$ cat config.mk
export PLATFORM = sky130hd
export DESIGN_NAME = shape_sequencer_flat
export DESIGN_NICKNAME = d
export VERILOG_FILES = /design/src/rtl/shape_sequencer_if.sv /design/src/rtl/shape_sequencer.sv /design/src/flat_wrapper.sv
export SDC_FILE = /design/constraint.sdc
export NUM_CORES = 1
export LEC_CHECK = 0
export CAP_MARGIN = 20
export CORE_MARGIN = 1
export CORE_UTILIZATION = 43
export CTS_BUF_LIST = sky130_fd_sc_hd__clkbuf_8
export CTS_CLUSTER_SIZE = 28
export DETAILED_ROUTE_END_ITERATION = 8
export PLACE_DENSITY_LB_ADDON = 0.3
export SLEW_MARGIN = 10
export SYNTH_ARGS = -nofsm -noshare
export SYNTH_HDL_FRONTEND = slang
export SYNTH_SLANG_ARGS = --single-unit
export TNS_END_PERCENT = 10
$ cat constraint.sdc
create_clock -name clk -period 2.9 [get_ports clk]
set_clock_uncertainty 0.2 [all_clocks]
set_input_delay 0.29 -clock clk [delete_from_list [all_inputs] [get_ports clk]]
set_output_delay 0.29 -clock clk [all_outputs]
set_load 0.02 [all_outputs]
$ cat src/rtl/shape_sequencer_if.sv
// Command and raster-side signal bundle for the shape sequencer.
// The master side is the opcode decoder plus raster engine; the slave side is the sequencer.
interface shape_sequencer_if;
  logic        cmd_valid;
  logic        cmd_ready;
  logic [1:0]  cmd_shape;
  logic [15:0] cmd_color;
  logic [75:0] cmd_opdata;
  logic [75:0] op_opdata;
  logic [3:0]  output_sel;
  logic [15:0] draw_color;
  logic        draw_start;
  logic        draw_circle;
  logic        draw_done;
  logic [1:0]  seg_idx;
  logic        busy;
  logic        shape_done;
  logic        err;

  modport master (
    output cmd_valid, cmd_shape, cmd_color, cmd_opdata, draw_done,
    input  cmd_ready, op_opdata, output_sel, draw_color, draw_start,
           draw_circle, seg_idx, busy, shape_done, err
  );

  modport slave (
    input  cmd_valid, cmd_shape, cmd_color, cmd_opdata, draw_done,
    output cmd_ready, op_opdata, output_sel, draw_color, draw_start,
           draw_circle, seg_idx, busy, shape_done, err
  );
endinterface

$ cat src/rtl/shape_sequencer.sv
// Shape sequencer: accepts one draw command, walks the location splitter
// through each segment of the shape and hands every segment to the raster
// engine with a start/done handshake, guarded by a per-segment watchdog.
// All outputs are registered; they are computed from the next state.
module shape_sequencer #(
  parameter int TIMEOUT_CYCLES = 1024,
  parameter int TO_W           = 11
) (
  input  logic              clk,
  input  logic              rst,
  shape_sequencer_if.slave  bus
);

  typedef enum logic [1:0] {
    ST_IDLE  = 2'd0,
    ST_ISSUE = 2'd1,
    ST_WAIT  = 2'd2,
    ST_DONE  = 2'd3
  } state_t;

  localparam logic [1:0]    SHAPE_LINE   = 2'b00;
  localparam logic [1:0]    SHAPE_TRI    = 2'b01;
  localparam logic [1:0]    SHAPE_CIRCLE = 2'b10;
  localparam logic [3:0]    SEL_IDLE     = 4'b1111;
  localparam logic [TO_W-1:0] WD_LAST    = TO_W'(TIMEOUT_CYCLES - 1);
  localparam logic [TO_W-1:0] WD_MAX     = {TO_W{1'b1}};

  // Index of the final segment for a shape.
  function automatic logic [1:0] last_seg(input logic [1:0] shape);
    logic [1:0] last;
    case (shape)
      SHAPE_TRI: last = 2'd2;
      default:   last = 2'd0;
    endcase
    return last;
  endfunction

  // Splitter select for a given shape and segment index.
  function automatic logic [3:0] seg_sel(input logic [1:0] shape, input logic [1:0] idx);
    logic [3:0] sel;
    case (shape)
      SHAPE_LINE:   sel = 4'b0000;
      SHAPE_TRI:    sel = {2'b00, idx} + 4'd1;
      SHAPE_CIRCLE: sel = 4'b0100;
      default:      sel = SEL_IDLE;
    endcase
    return sel;
  endfunction

  state_t          state_r, state_next_s;
  logic [1:0]      shape_r, shape_next_s;
  logic [1:0]      seg_idx_r, seg_next_s;
  logic [TO_W-1:0] wd_r;
  logic            accept_s, illegal_s, timeout_s;

  logic [75:0]     op_opdata_r;
  logic [15:0]     draw_color_r;
  logic [3:0]      output_sel_r;
  logic            draw_start_r, draw_circle_r, cmd_ready_r, busy_r;
  logic            shape_done_r, err_r;

  // Next-state and per-cycle decisions of the command FSM.
  always_comb begin
    state_next_s = state_r;
    shape_next_s = shape_r;
    seg_next_s   = seg_idx_r;
    accept_s     = 1'b0;
    illegal_s    = 1'b0;
    timeout_s    = 1'b0;
    case (state_r)
      ST_IDLE: begin
        if (bus.cmd_valid) begin
          if (bus.cmd_shape == 2'b11) begin
            illegal_s = 1'b1;
          end else begin
            accept_s     = 1'b1;
            shape_next_s = bus.cmd_shape;
            seg_next_s   = 2'd0;
            state_next_s = ST_ISSUE;
          end
        end else begin
          state_next_s = ST_IDLE;
        end
      end
      ST_ISSUE: begin
        state_next_s = ST_WAIT;
      end
      ST_WAIT: begin
        if (bus.draw_done) begin
          if (seg_idx_r < last_seg(shape_r)) begin
            seg_next_s   = seg_idx_r + 2'd1;
            state_next_s = ST_ISSUE;
          end else begin
            state_next_s = ST_DONE;
          end
        end else if (wd_r >= WD_LAST) begin
          timeout_s    = 1'b1;
          state_next_s = ST_IDLE;
        end else begin
          state_next_s = ST_WAIT;
        end
      end
      ST_DONE: begin
        state_next_s = ST_IDLE;
      end
      default: begin
        state_next_s = ST_IDLE;
      end
    endcase
  end

  // State, command capture, watchdog and registered outputs.
  always_ff @(posedge clk) begin
    if (rst) begin
      state_r       <= ST_IDLE;
      shape_r       <= 2'b00;
      seg_idx_r     <= 2'd0;
      wd_r          <= '0;
      op_opdata_r   <= 76'd0;
      draw_color_r  <= 16'd0;
      output_sel_r  <= SEL_IDLE;
      draw_start_r  <= 1'b0;
      draw_circle_r <= 1'b0;
      cmd_ready_r   <= 1'b1;
      busy_r        <= 1'b0;
      shape_done_r  <= 1'b0;
      err_r         <= 1'b0;
    end else begin
      state_r   <= state_next_s;
      shape_r   <= shape_next_s;
      seg_idx_r <= seg_next_s;

      if (accept_s) begin
        op_opdata_r  <= bus.cmd_opdata;
        draw_color_r <= bus.cmd_color;
      end else begin
        op_opdata_r  <= op_opdata_r;
        draw_color_r <= draw_color_r;
      end

      // Watchdog only runs while waiting; it saturates instead of wrapping.
      if (state_r == ST_WAIT) begin
        if (wd_r != WD_MAX) begin
          wd_r <= wd_r + TO_W'(1);
        end else begin
          wd_r <= wd_r;
        end
      end else begin
        wd_r <= '0;
      end

      // Segment select and circle flag are loaded on issue and held while waiting.
      if (state_next_s == ST_ISSUE) begin
        output_sel_r  <= seg_sel(shape_next_s, seg_next_s);
        draw_circle_r <= (shape_next_s == SHAPE_CIRCLE);
      end else if (state_next_s == ST_WAIT) begin
        output_sel_r  <= output_sel_r;
        draw_circle_r <= draw_circle_r;
      end else begin
        output_sel_r  <= SEL_IDLE;
        draw_circle_r <= 1'b0;
      end

      draw_start_r <= (state_next_s == ST_ISSUE);
      cmd_ready_r  <= (state_next_s == ST_IDLE);
      busy_r       <= (state_next_s != ST_IDLE);
      shape_done_r <= (state_next_s == ST_DONE);
      err_r        <= illegal_s | timeout_s;
    end
  end

  assign bus.cmd_ready   = cmd_ready_r;
  assign bus.op_opdata   = op_opdata_r;
  assign bus.output_sel  = output_sel_r;
  assign bus.draw_color  = draw_color_r;
  assign bus.draw_start  = draw_start_r;
  assign bus.draw_circle = draw_circle_r;
  assign bus.seg_idx     = seg_idx_r;
  assign bus.busy        = busy_r;
  assign bus.shape_done  = shape_done_r;
  assign bus.err         = err_r;

endmodule

$ cat src/flat_wrapper.sv
// flat-port wrapper written by rule: the top's interface ports become plain ports
module shape_sequencer_flat 
#(
  parameter int TIMEOUT_CYCLES = 1024,
  parameter int TO_W           = 11
)
  (clk, rst, bus_cmd_valid, bus_cmd_shape, bus_cmd_color, bus_cmd_opdata, bus_draw_done, bus_cmd_ready, bus_op_opdata, bus_output_sel, bus_draw_color, bus_draw_start, bus_draw_circle, bus_seg_idx, bus_busy, bus_shape_done, bus_err);
  shape_sequencer_if bus_i ();
  input  logic clk;
  input  logic rst;
  input wire logic [$bits(bus_i.cmd_valid)-1:0] bus_cmd_valid;
  input wire logic [$bits(bus_i.cmd_shape)-1:0] bus_cmd_shape;
  input wire logic [$bits(bus_i.cmd_color)-1:0] bus_cmd_color;
  input wire logic [$bits(bus_i.cmd_opdata)-1:0] bus_cmd_opdata;
  input wire logic [$bits(bus_i.draw_done)-1:0] bus_draw_done;
  output wire logic [$bits(bus_i.cmd_ready)-1:0] bus_cmd_ready;
  output wire logic [$bits(bus_i.op_opdata)-1:0] bus_op_opdata;
  output wire logic [$bits(bus_i.output_sel)-1:0] bus_output_sel;
  output wire logic [$bits(bus_i.draw_color)-1:0] bus_draw_color;
  output wire logic [$bits(bus_i.draw_start)-1:0] bus_draw_start;
  output wire logic [$bits(bus_i.draw_circle)-1:0] bus_draw_circle;
  output wire logic [$bits(bus_i.seg_idx)-1:0] bus_seg_idx;
  output wire logic [$bits(bus_i.busy)-1:0] bus_busy;
  output wire logic [$bits(bus_i.shape_done)-1:0] bus_shape_done;
  output wire logic [$bits(bus_i.err)-1:0] bus_err;
  assign bus_i.cmd_valid = bus_cmd_valid;
  assign bus_i.cmd_shape = bus_cmd_shape;
  assign bus_i.cmd_color = bus_cmd_color;
  assign bus_i.cmd_opdata = bus_cmd_opdata;
  assign bus_i.draw_done = bus_draw_done;
  assign bus_cmd_ready = bus_i.cmd_ready;
  assign bus_op_opdata = bus_i.op_opdata;
  assign bus_output_sel = bus_i.output_sel;
  assign bus_draw_color = bus_i.draw_color;
  assign bus_draw_start = bus_i.draw_start;
  assign bus_draw_circle = bus_i.draw_circle;
  assign bus_seg_idx = bus_i.seg_idx;
  assign bus_busy = bus_i.busy;
  assign bus_shape_done = bus_i.shape_done;
  assign bus_err = bus_i.err;
  shape_sequencer #(.TIMEOUT_CYCLES(TIMEOUT_CYCLES), .TO_W(TO_W)) u_core (.clk(clk), .rst(rst), .bus(bus_i));
endmodule
==> results of run 1 <==
## cells by family after synthesis
family	count (synthesis)	share of synthesized area
xor gates and xnor gates	7	0.0140
muxes	2	0.00458
adders and majority gates	2	0.00572
AOI/OAI and AO/OA	127	0.164
DFF	119	0.544
buffers and inverters	45	0.0480
and+or+nand+nor	232	0.219
## critical path: cells and delay by family, from the launching register on
family,cells,cell delay (ns)
DFF,1,0.36
buffers and inverters,1,0.46
and+or+nand+nor,3,0.85
AOI/OAI and AO/OA,1,0.15
## sequential cells by signal, indices dropped and copies added, names as in the netlist, 2 cells and up
signal,cells
u_core.bus.op_opdata,76
u_core.bus.draw_color,16
u_core.wd_r,11
u_core.bus.output_sel,4
u_core.bus.seg_idx,2
u_core.shape_r,2
u_core.state_r,2
## power by group
group / switching [mW] / internal (mW)
combinational: 0.474 / 0.425
clock: 0.636 / 0.928
sequential: 0.0676 / 1.76
## worst min-delay path by stage
stage	start	to	cells after the start
2_1_floorplan	bus_cmd_color[0]	u_core.bus.draw_color[0]	2
3_3_place_gp	u_core.bus.op_opdata[28]	u_core.bus.op_opdata[28]	2
3_5_place_dp	u_core.bus.draw_color[7]	u_core.bus.draw_color[7]	2
4_1_cts	rst	u_core.shape_r[0]	2
5_1_grt	rst	u_core.state_r[0]	2
6_report	rst	u_core.shape_r[0]	2
## per-stage QoR
| step | area [um^2] | setup WS [ns] |
|---|---|---|
| 2_1_floorplan | 4380 | 0.822 |
| 3_3_place_gp | 6420 | 0.476 |
| 3_5_place_dp | 6420 | 0.357 |
| 4_1_cts | 6840 | 0.767 |
| 5_1_grt | 6840 | 0.633 |
| 6_report | 6840 | 0.789 |
## synth_stat cells (all sizes together) (2+ instances only)
cell type and n:
a22oi 2, a41oi 2, nand2 188, mux2i 2, o21ai 6, o211ai 2
nand4 4, nor2 19, buf 18, a211oi 2, or3b 2, and2 3
nor3 3, nor3b 2, clkbuf 20, or2 2, nor2b 2, dfxtp 119
nand3 2, ha 2, a311oi 2, a21oi 100, o32ai 2, inv 7
and4 2, xnor2 6
## final cells by class
class | count | area [um^2] | area share
multi-input combinational | 370 | 1790 | 0.262
timing repair buffer | 206 | 2060 | 0.301
tap | 133 | 166 | 0.0243
inverter | 7 | 26.3 | 0.00384
clock inverter | 11 | 130 | 0.0190
sequential | 119 | 2380 | 0.348
clock buffer | 21 | 289 | 0.0422
## per-layer routing
metal	GRT usage	vias up
met5	0	-
met4	0.0964	0
met3	0.0922	24
met2	0.420	154
met1	0.252	1981
li1	-	2139
==> summary.md, run 1 <==
| Metric | Value |
|---|---|
| Fmax | `474 MHz` |
| Ranking of synthesized cells by area | `dfxtp_1 54%, nand2_1 16%, a21oi_1 11%` |
| Vias in the first global route | `4033` |
| Met2 wire length | `6320 um` |
| Critical path required time | `3.05 ns` |
| Die W | `103 um` |
| Crit path DAT | `2.26 ns` |
| Routed WL per cell | `14.6 um` |
| Placed Cells incl. Taps | `835` |
| Max Cap Violations | `0` |
| Setup TNS | `0 ns` |
| CTS Root Cell | `clkbuf_8` |
| Fill count | `837` |
| DR vias/cell | `4.96` |
| Max layer used | `met4` |
| Least-Margin Pin Slew | `0.623 ns` |
| Mapped Cells | `534` |
| Normalized max-slew margin | `0.585` |
| Number of synthesized register bits | `119` |
| Clock Sink Count | `119` |
| Cells on worst reg2reg path | `5` |
| Final Cycle Share | `0.728` |
| Total power | `4.29 mW` |
| Post-synth top flop | `dfxtp_1` |
| GPL Wtd Cong | `0.998` |
| HP Class | `input port to register` |
| Crit. Startpoint | `u_core.state_r[0]` |
| LEAKAGE | `2.52 nW` |
| Reg clk slew, reported paths | `0.07 ns` |
| Synth area leader | `dfxtp_1` |
| Final Non-Filler Cells | `867` |
| Mapped Area | `4380 um^2` |
| CP cell instances | `or3b_1 > nor2_4 > buf_4 > nand2_1 > a21oi_1` |
| Largest net degree at the start of global routing | `61` |
| Yosys warns | `0` |
| Initial antenna violation count | `0` |
| Yosys top cell area share | `0.544` |
| DRC | `0` |
| First-pass GRT wire length | `19100 um` |
| Layout net count | `821` |
| Diodes inserted | `0` |
| CTS H-tree lvls | `4` |
| Initial DRC count | `191` |
| Final setup viols | `0` |
| Max-slew violation count | `0` |
| Hold-fix buffers at CTS | `0` |
| GRT Util Overall | `0.237` |
| Io pins | `202` |
| Hold slack | `0.0893 ns` |
| Most common cell after layout, fill and taps aside | `clkdlybuf4s50_1` |
| Post-CTS sizing | `0` |
| Crit-path max cell delay | `0.52 ns` |
| Syn Nets | `634` |
| Max VDD drop | `0.310 mV` |
| Met1 wire length | `5010 um` |
| Clock Latency Late Sink | `0.43 ns` |
| Synth async-reset ratio | `0` |
| Power density over the cells | `628 nW/um^2` |
| DRT antenna net count | `0` |
| Worst-path maximum fanout | `50` |
| RSZ-0062 raised after global routing | `false` |
| DRT Wirelength | `12600 um` |
| CTS buffer count | `17` |
| Worst reg2reg endpoint | `u_core.bus.op_opdata[75]` |
| Critical Path Sink | `u_core.bus.op_opdata[75]` |
| Count of flip-flops with a built-in enable after synthesis | `0` |
| Outcome | `finished clean` |
| Tmin final | `2.11 ns` |
| Initial core utilization | `0.446` |
| Core region area | `9820 um^2` |
| Pre-antenna DRT Iters | `5` |
| Share of cells above drive strength 1 | `0.0559` |
| Syn Area/Cell | `8.19 um^2` |
| TritonCTS clock tree | `built` |
| Crit Path Category | `register to register` |
| Register area share after synthesis | `0.544` |
| CTS Buffer Depth | `2` |
| Row count | `36` |
| Hold Fails Final Rpt | `0` |
| Port bufs | `201` |
| Total Die Area | `10600 um^2` |
| Total grt overflow | `0` |
| Total number of vias | `4298` |
| Worst r2r src | `u_core.state_r[0]` |
| Final core occ | `0.697` |
| Crit path max-delay cell type | `or3b_1` |
| Metal3 WL | `1050 um` |
| Post-DP HPWL | `8920 um` |
| Most frequent cells in the layout | `200 x clkdlybuf4s50_1, 188 x nand2_1, 119 x dfxtp_1` |
| Post-CTS Setup Bufs | `0` |
| Area delta synth->final | `56.4%` |
| Distinct cell type count of the synthesized netlist | `45` |
| Die Height | `103 um` |
| Critical Path Source Type | `register` |
| R2R Setup Slk | `0.79 ns` |
| Worst Setup End Kind | `register` |
No activity file was read; power rests on OpenSTA's default activity.
==> run 2: changes to the inputs <==
==> constraint.sdc (replaced) <==
create_clock -name clk -period 2.2 [get_ports clk]
set_clock_uncertainty 0.2 [all_clocks]
set_input_delay 0.22 -clock clk [delete_from_list [all_inputs] [get_ports clk]]
set_output_delay 0.22 -clock clk [all_outputs]
set_load 0.02 [all_outputs]
==> summary.md, run 2 (same netlist as run 1, synthesis figures left out) <==
| Metric | Value |
|---|---|
| Most frequent cells in the layout | `200 x clkdlybuf4s50_1, 188 x nand2_1, 119 x dfxtp_1` |
| Fmax | `500 MHz (+5.5%)` |
| Power density over the cells | `803 nW/um^2 (+28%)` |
| Layout net count | `836 (+1.8%)` |
| Outcome | `finished clean` |
| Fill count | `786 (-6.1%)` |
| Post-CTS Setup Bufs | `0 (unchanged)` |
| Diodes inserted | `0 (unchanged)` |
| Max VDD drop | `0.448 mV (+44%)` |
| Max-slew violation count | `0 (unchanged)` |
| HP Class | `input port to register` |
| Most common cell after layout, fill and taps aside | `clkdlybuf4s50_1` |
| Initial DRC count | `165 (-14%)` |
| LEAKAGE | `2.58 nW (+2.4%)` |
| Port bufs | `201 (unchanged)` |
| Clock Sink Count | `119 (unchanged)` |
| Max Cap Violations | `0 (unchanged)` |
| Setup ws final | `0.199 ns (-0.589 ns)` |
| Final core occ | `0.711 (+0.0143)` |
| Post-CTS sizing | `0 (unchanged)` |
| Core region area | `9820 um^2 (unchanged)` |
| Die Height | `103 um (unchanged)` |
| Row count | `36 (unchanged)` |
| Post-DP HPWL | `9020 um (+1.1%)` |
| CTS Root Cell | `clkbuf_8` |
| RSZ-0062 raised after global routing | `false` |
| Setup Slack @ Placement | `-0.123 ns (-0.479 ns)` |
| Tmin final | `2.00 ns (-0.111 ns)` |
| GPL Wtd Cong | `0.886 (-11%)` |
| GRT Util Overall | `0.227 (-0.0104)` |
| DRC | `0 (unchanged)` |
| Worst Setup End Kind | `register` |
| Total number of vias | `4316 (+0.42%)` |
| Initial core utilization | `0.446 (unchanged)` |
| Initial antenna violation count | `0 (unchanged)` |
| Reg clk slew, reported paths | `0.07 ns (about the same)` |
| Final setup viols | `0 (unchanged)` |
| DRT Wirelength | `12400 um (-2.0%)` |
| DRT antenna net count | `0 (unchanged)` |
| Critical Path Source Type | `register` |
| DR vias/cell | `4.89 (-1.3%)` |
| Final Non-Filler Cells | `882 (+1.7%)` |
| Die W | `103 um (unchanged)` |
| Routed WL per cell | `14.0 um (-3.7%)` |
| CTS Buffer Depth | `2 (unchanged)` |
| Clock Latency Late Sink | `0.40 ns (-0.03 ns)` |
| Critical path required time | `2.33 ns (-0.72 ns)` |
| Area delta synth->final | `59.6%` |
| Crit Path Category | `register to register` |
| Total power | `5.61 mW (+31%)` |
| Final Cycle Share | `0.909 (+0.181)` |
| CTS H-tree lvls | `4 (unchanged)` |
| Hold slack | `0.0528 ns (-0.0365 ns)` |
| Vias in the first global route | `4112 (+2.0%)` |
| Hold Fails Final Rpt | `0 (unchanged)` |
| Crit path DAT | `2.13 ns (-0.13 ns)` |
| Pre-antenna DRT Iters | `5 (unchanged)` |
| Placed Cells incl. Taps | `850 (+1.8%)` |
| First-pass GRT wire length | `18700 um (-2.0%)` |
| Io pins | `202 (unchanged)` |
| Normalized max-slew margin | `0.597 (+0.0125)` |
| Largest net degree at the start of global routing | `60 (-1.6%)` |
| Largest register FFs | `76 (unchanged)` |
| CTS buffer count | `17 (unchanged)` |
| Share of cells above drive strength 1 | `0.0774 (+0.0216)` |
| Worst-path maximum fanout | `6 (-88%)` |
| Total Die Area | `10600 um^2 (unchanged)` |
| TritonCTS clock tree | `built` |
| Hold-fix buffers at CTS | `0 (unchanged)` |
| Total grt overflow | `0 (unchanged)` |
| Least-Margin Pin Slew | `0.604 ns (-0.0188 ns)` |
## run 2: cell types whose count changed in the layout (fill, tap and decap cells not counted), sizes merged
cell      change
buf          +15
clkinv        -1
bufinv        -1
clkinvlp      +3
clkbuf        -3
inv           +2
## run 2: area by class of cell
| cell class | count | area (um^2) | area share |
|---|---|---|---|
| sequential | 119 | 2380 | 0.341 |
| tap | 133 | 166 | 0.0238 |
| inverter | 7 | 26.3 | 0.00376 |
| clock inverter | 14 | 149 | 0.0213 |
| clock buffer | 18 | 248 | 0.0355 |
| timing repair buffer | 221 | 2220 | 0.318 |
| multi-input combinational | 370 | 1790 | 0.256 |
## run 2: final timing paths
| kind | cells after the start | startpoint | to | slack (ns) |
|---|---|---|---|---|
| setup reg to reg | 6 | u_core.state_r[1] | u_core.bus.output_sel[1] | 0.20 |
| hold / removal | 3 | rst | u_core.state_r[1] | 0.05 |
| setup / recovery | 6 | u_core.state_r[1] | u_core.bus.output_sel[1] | 0.20 |
| hold reg to reg | 2 | u_core.bus.draw_color[11] | u_core.bus.draw_color[11] | 0.25 |
## run 2: through the flow
step	setup TNS (ns)	area, um^2
after global routing	0	6980
after global placement	-0.106	6590
final	0	6980
after CTS	0	6980
after detailed placement	-0.298	6590
after floorplan	0	4380
## run 2: report_power, final
group	internal, mW	switching, mW	total (mW)
Combinational	0.620	0.638	1.26
Clock	1.05	0.889	1.93
Sequential	2.32	0.0892	2.41
## run 2: worst max-delay path, cell delays in order, from the launching register on
cell and delay [ns]:
dfxtp_1 0.34, or3b_1 0.51, o21ai_0 0.21, mux2i_1 0.11, ha_1 0.30, o211ai_1 0.08
a22oi_1 0.19
## run 2: routing by layer
metal / wire, um / share of wire / GRT usage
met3: 1120 / 0.090 / 0.0908
met1: 4770 / 0.39 / 0.236
met2: 6230 / 0.50 / 0.412
met4: 260 / 0.021 / 0.0802
met5: 0 / 0 / 0
==> run 3: changes to the inputs <==
--- a/config.mk
+++ b/config.mk
@@ -12,6 +12,7 @@
 export CTS_CLUSTER_SIZE = 28
 export DETAILED_ROUTE_END_ITERATION = 8
 export PLACE_DENSITY_LB_ADDON = 0.3
+export SKIP_LAST_GASP = 1
 export SLEW_MARGIN = 10
 export SYNTH_ARGS = -nofsm -noshare
 export SYNTH_HDL_FRONTEND = slang
==> constraint.sdc (replaced) <==
create_clock -name clk -period 2.2 [get_ports clk]
set_clock_uncertainty 0.2 [all_clocks]
set_input_delay 0.44 -clock clk [delete_from_list [all_inputs] [get_ports clk]]
set_output_delay 0.44 -clock clk [all_outputs]
set_load 0.02 [all_outputs]
==> summary.md, run 3 (same netlist as run 1, synthesis figures left out) <==
| Metric | Value |
|---|---|
| Outcome | `finished clean` |
| Die W | `103 um (unchanged)` |
| Core region area | `9820 um^2 (unchanged)` |
| Io pins | `202 (unchanged)` |
| Crit path DAT | `1.47 ns (-0.66 ns)` |
| DRT antenna net count | `0 (unchanged)` |
| Total Die Area | `10600 um^2 (unchanged)` |
| Final core occ | `0.720 (+0.00917)` |
| Worst reg2reg endpoint | `u_core.bus.draw_circle` |
| Initial core utilization | `0.446 (unchanged)` |
| Initial antenna violation count | `0 (unchanged)` |
| Normalized max-slew margin | `0.598 (+0.000672)` |
| Hold Path Cell Cnt | `2 (-1)` |
| Die Height | `103 um (unchanged)` |
| Crit Path Category | `register to output port` |
| CTS buffer count | `17 (unchanged)` |
| Vias in the first global route | `4227 (+2.8%)` |
| DR vias/cell | `4.94 (+0.91%)` |
| Critical path required time | `1.56 ns (-0.77 ns)` |
| Worst r2r src | `u_core.wd_r[6]` |
| Row count | `36 (unchanged)` |
| Layout net count | `842 (+0.72%)` |
| TritonCTS clock tree | `built` |
| Final Non-Filler Cells | `888 (+0.68%)` |
| LEAKAGE | `2.63 nW (+1.9%)` |
| Initial DRC count | `214 (+30%)` |
| Post-DP HPWL | `9410 um (+4.3%)` |
| Hold Startpoint | `u_core.bus.draw_color[11]` |
| Power density over the cells | `821 nW/um^2 (+2.3%)` |
| R2R Setup Slk | `0.17 ns (-0.03 ns)` |
| Share of cells above drive strength 1 | `0.0874 (+0.00998)` |
| CTS H-tree lvls | `4 (unchanged)` |
| GPL Wtd Cong | `0.791 (-11%)` |
| Routed WL per cell | `14.7 um (+4.5%)` |
| Post-CTS Setup Bufs | `0 (unchanged)` |
| CTS Buffer Depth | `2 (unchanged)` |
| DRT Wirelength | `13000 um (+5.2%)` |
| Crit path max-delay cell type | `clkdlybuf4s50_1` |
| Most common cell after layout, fill and taps aside | `clkdlybuf4s50_1` |
| Largest register FFs | `76 (unchanged)` |
| Max-slew violation count | `0 (unchanged)` |
| Worst Setup End Kind | `output port` |
| Total number of vias | `4385 (+1.6%)` |
| Delay-heaviest family, CP | `buffers and inverters` |
| Most frequent cells in the layout | `200 x clkdlybuf4s50_1, 188 x nand2_1, 119 x dfxtp_1` |
| Final setup viols | `0 (unchanged)` |
| Hold-fix buffers at CTS | `0 (unchanged)` |
| Hold Fails Final Rpt | `0 (unchanged)` |
| Max VDD drop | `0.448 mV (+0.13%)` |
| Tmin final | `2.11 ns (+0.107 ns)` |
| First-pass GRT wire length | `19600 um (+5.1%)` |
| Endpoint, Worst Hold | `u_core.bus.draw_color[11]` |
| Port bufs | `201 (unchanged)` |
| Crit path buf inv count | `1 (+1)` |
| Placed Cells incl. Taps | `856 (+0.71%)` |
| DRC | `0 (unchanged)` |
| HP Class | `register to register` |
| RSZ-0062 raised after global routing | `false` |
| Worst-path maximum fanout | `5 (-1)` |
| Pre-antenna DRT Iters | `5 (unchanged)` |
| CP cell instances | `clkdlybuf4s50_1` |
| Diodes inserted | `0 (unchanged)` |
| Max Cap Violations | `0 (unchanged)` |
| Least-Margin Pin Slew | `0.603 ns (-0.00101 ns)` |
| Total grt overflow | `0 (unchanged)` |
| Post-CTS sizing | `0 (unchanged)` |
| Fmax | `474 MHz (-5.1%)` |
| CTS Root Cell | `clkbuf_8` |
| Final Cycle Share | `0.958 (+0.0487)` |
| WP depth | `1 (-5)` |
| Critical Path Source Type | `register` |
| Cells on worst reg2reg path | `4 (-2)` |
| Clock Sink Count | `119 (unchanged)` |
| Largest net degree at the start of global routing | `58 (-3.3%)` |
| Reg clk slew, reported paths | `0.07 ns (about the same)` |
| Crit-path max cell delay | `0.64 ns (+0.13 ns)` |
| Clock Latency Late Sink | `0.42 ns (+0.02 ns)` |
| GRT Util Overall | `0.242 (+0.0155)` |
| Area delta synth->final | `61.7%` |
run 3: power breakdown:
part           internal, mW  leakage (nW)  switching [mW]
sequential             2.32         0.973          0.0885
combinational         0.643          1.44           0.655
clock                  1.15         0.214           0.950
total                  4.12          2.63            1.69
run 3: worst min-delay path: cells and delay by family, from the launching register on:
kind | cells | cell delay (ns)
DFF | 1 | 0.31
and+or+nand+nor | 1 | 0.05
AOI/OAI and AO/OA | 1 | 0.05
run 3: how the worst max path moves through the flow:
| stage | endpoint | slack (ns) | from |
|---|---|---|---|
| finish | bus_seg_idx[0] | 0.09 | u_core.bus.seg_idx[0] |
| global route | u_core.bus.draw_circle | 0.03 | u_core.wd_r[6] |
| CTS | bus_seg_idx[0] | 0.06 | u_core.bus.seg_idx[0] |
| detailed placement | u_core.bus.output_sel[1] | -0.31 | bus_cmd_valid |
| global placement | u_core.bus.output_sel[1] | -0.32 | bus_cmd_valid |
| floorplan | u_core.bus.output_sel[1] | 0.03 | bus_cmd_valid |
run 3: cell type report:
cell class / count / area [um^2]
timing repair buffer: 227 / 2280
multi-input combinational: 370 / 1790
inverter: 7 / 26.3
sequential: 119 / 2380
clock buffer: 17 / 234
tap: 133 / 166
clock inverter: 15 / 193
fill: 792 / 2750
run 3: per-layer routing:
metal,vias up,global-route usage,wire length (um)
li1,2182,-,-
met1,2021,0.260,4990
met2,161,0.434,6630
met3,21,0.0793,1120
met4,0,0.105,289
met5,-,0,0
run 3: metrics by stage:
| step | setup WS (ns) | hold WS (ns) | total power, mW | instance area, um^2 | TNS, ns |
|---|---|---|---|---|---|
| final | 0.0921 | 0.255 | 5.81 | 7070 | 0 |
| after CTS | 0.0625 | 0.240 | 5.86 | 7070 | 0 |
| after floorplan | 0.0257 | 0.265 | 3.07 | 4380 | 0 |
| after detailed placement | -0.311 | 0.246 | 3.75 | 6650 | -19.67 |
| after global routing | 0.0346 | 0.271 | 6.08 | 7070 | 0 |
| after global placement | -0.324 | 0.241 | 3.71 | 6650 | -17.51 |
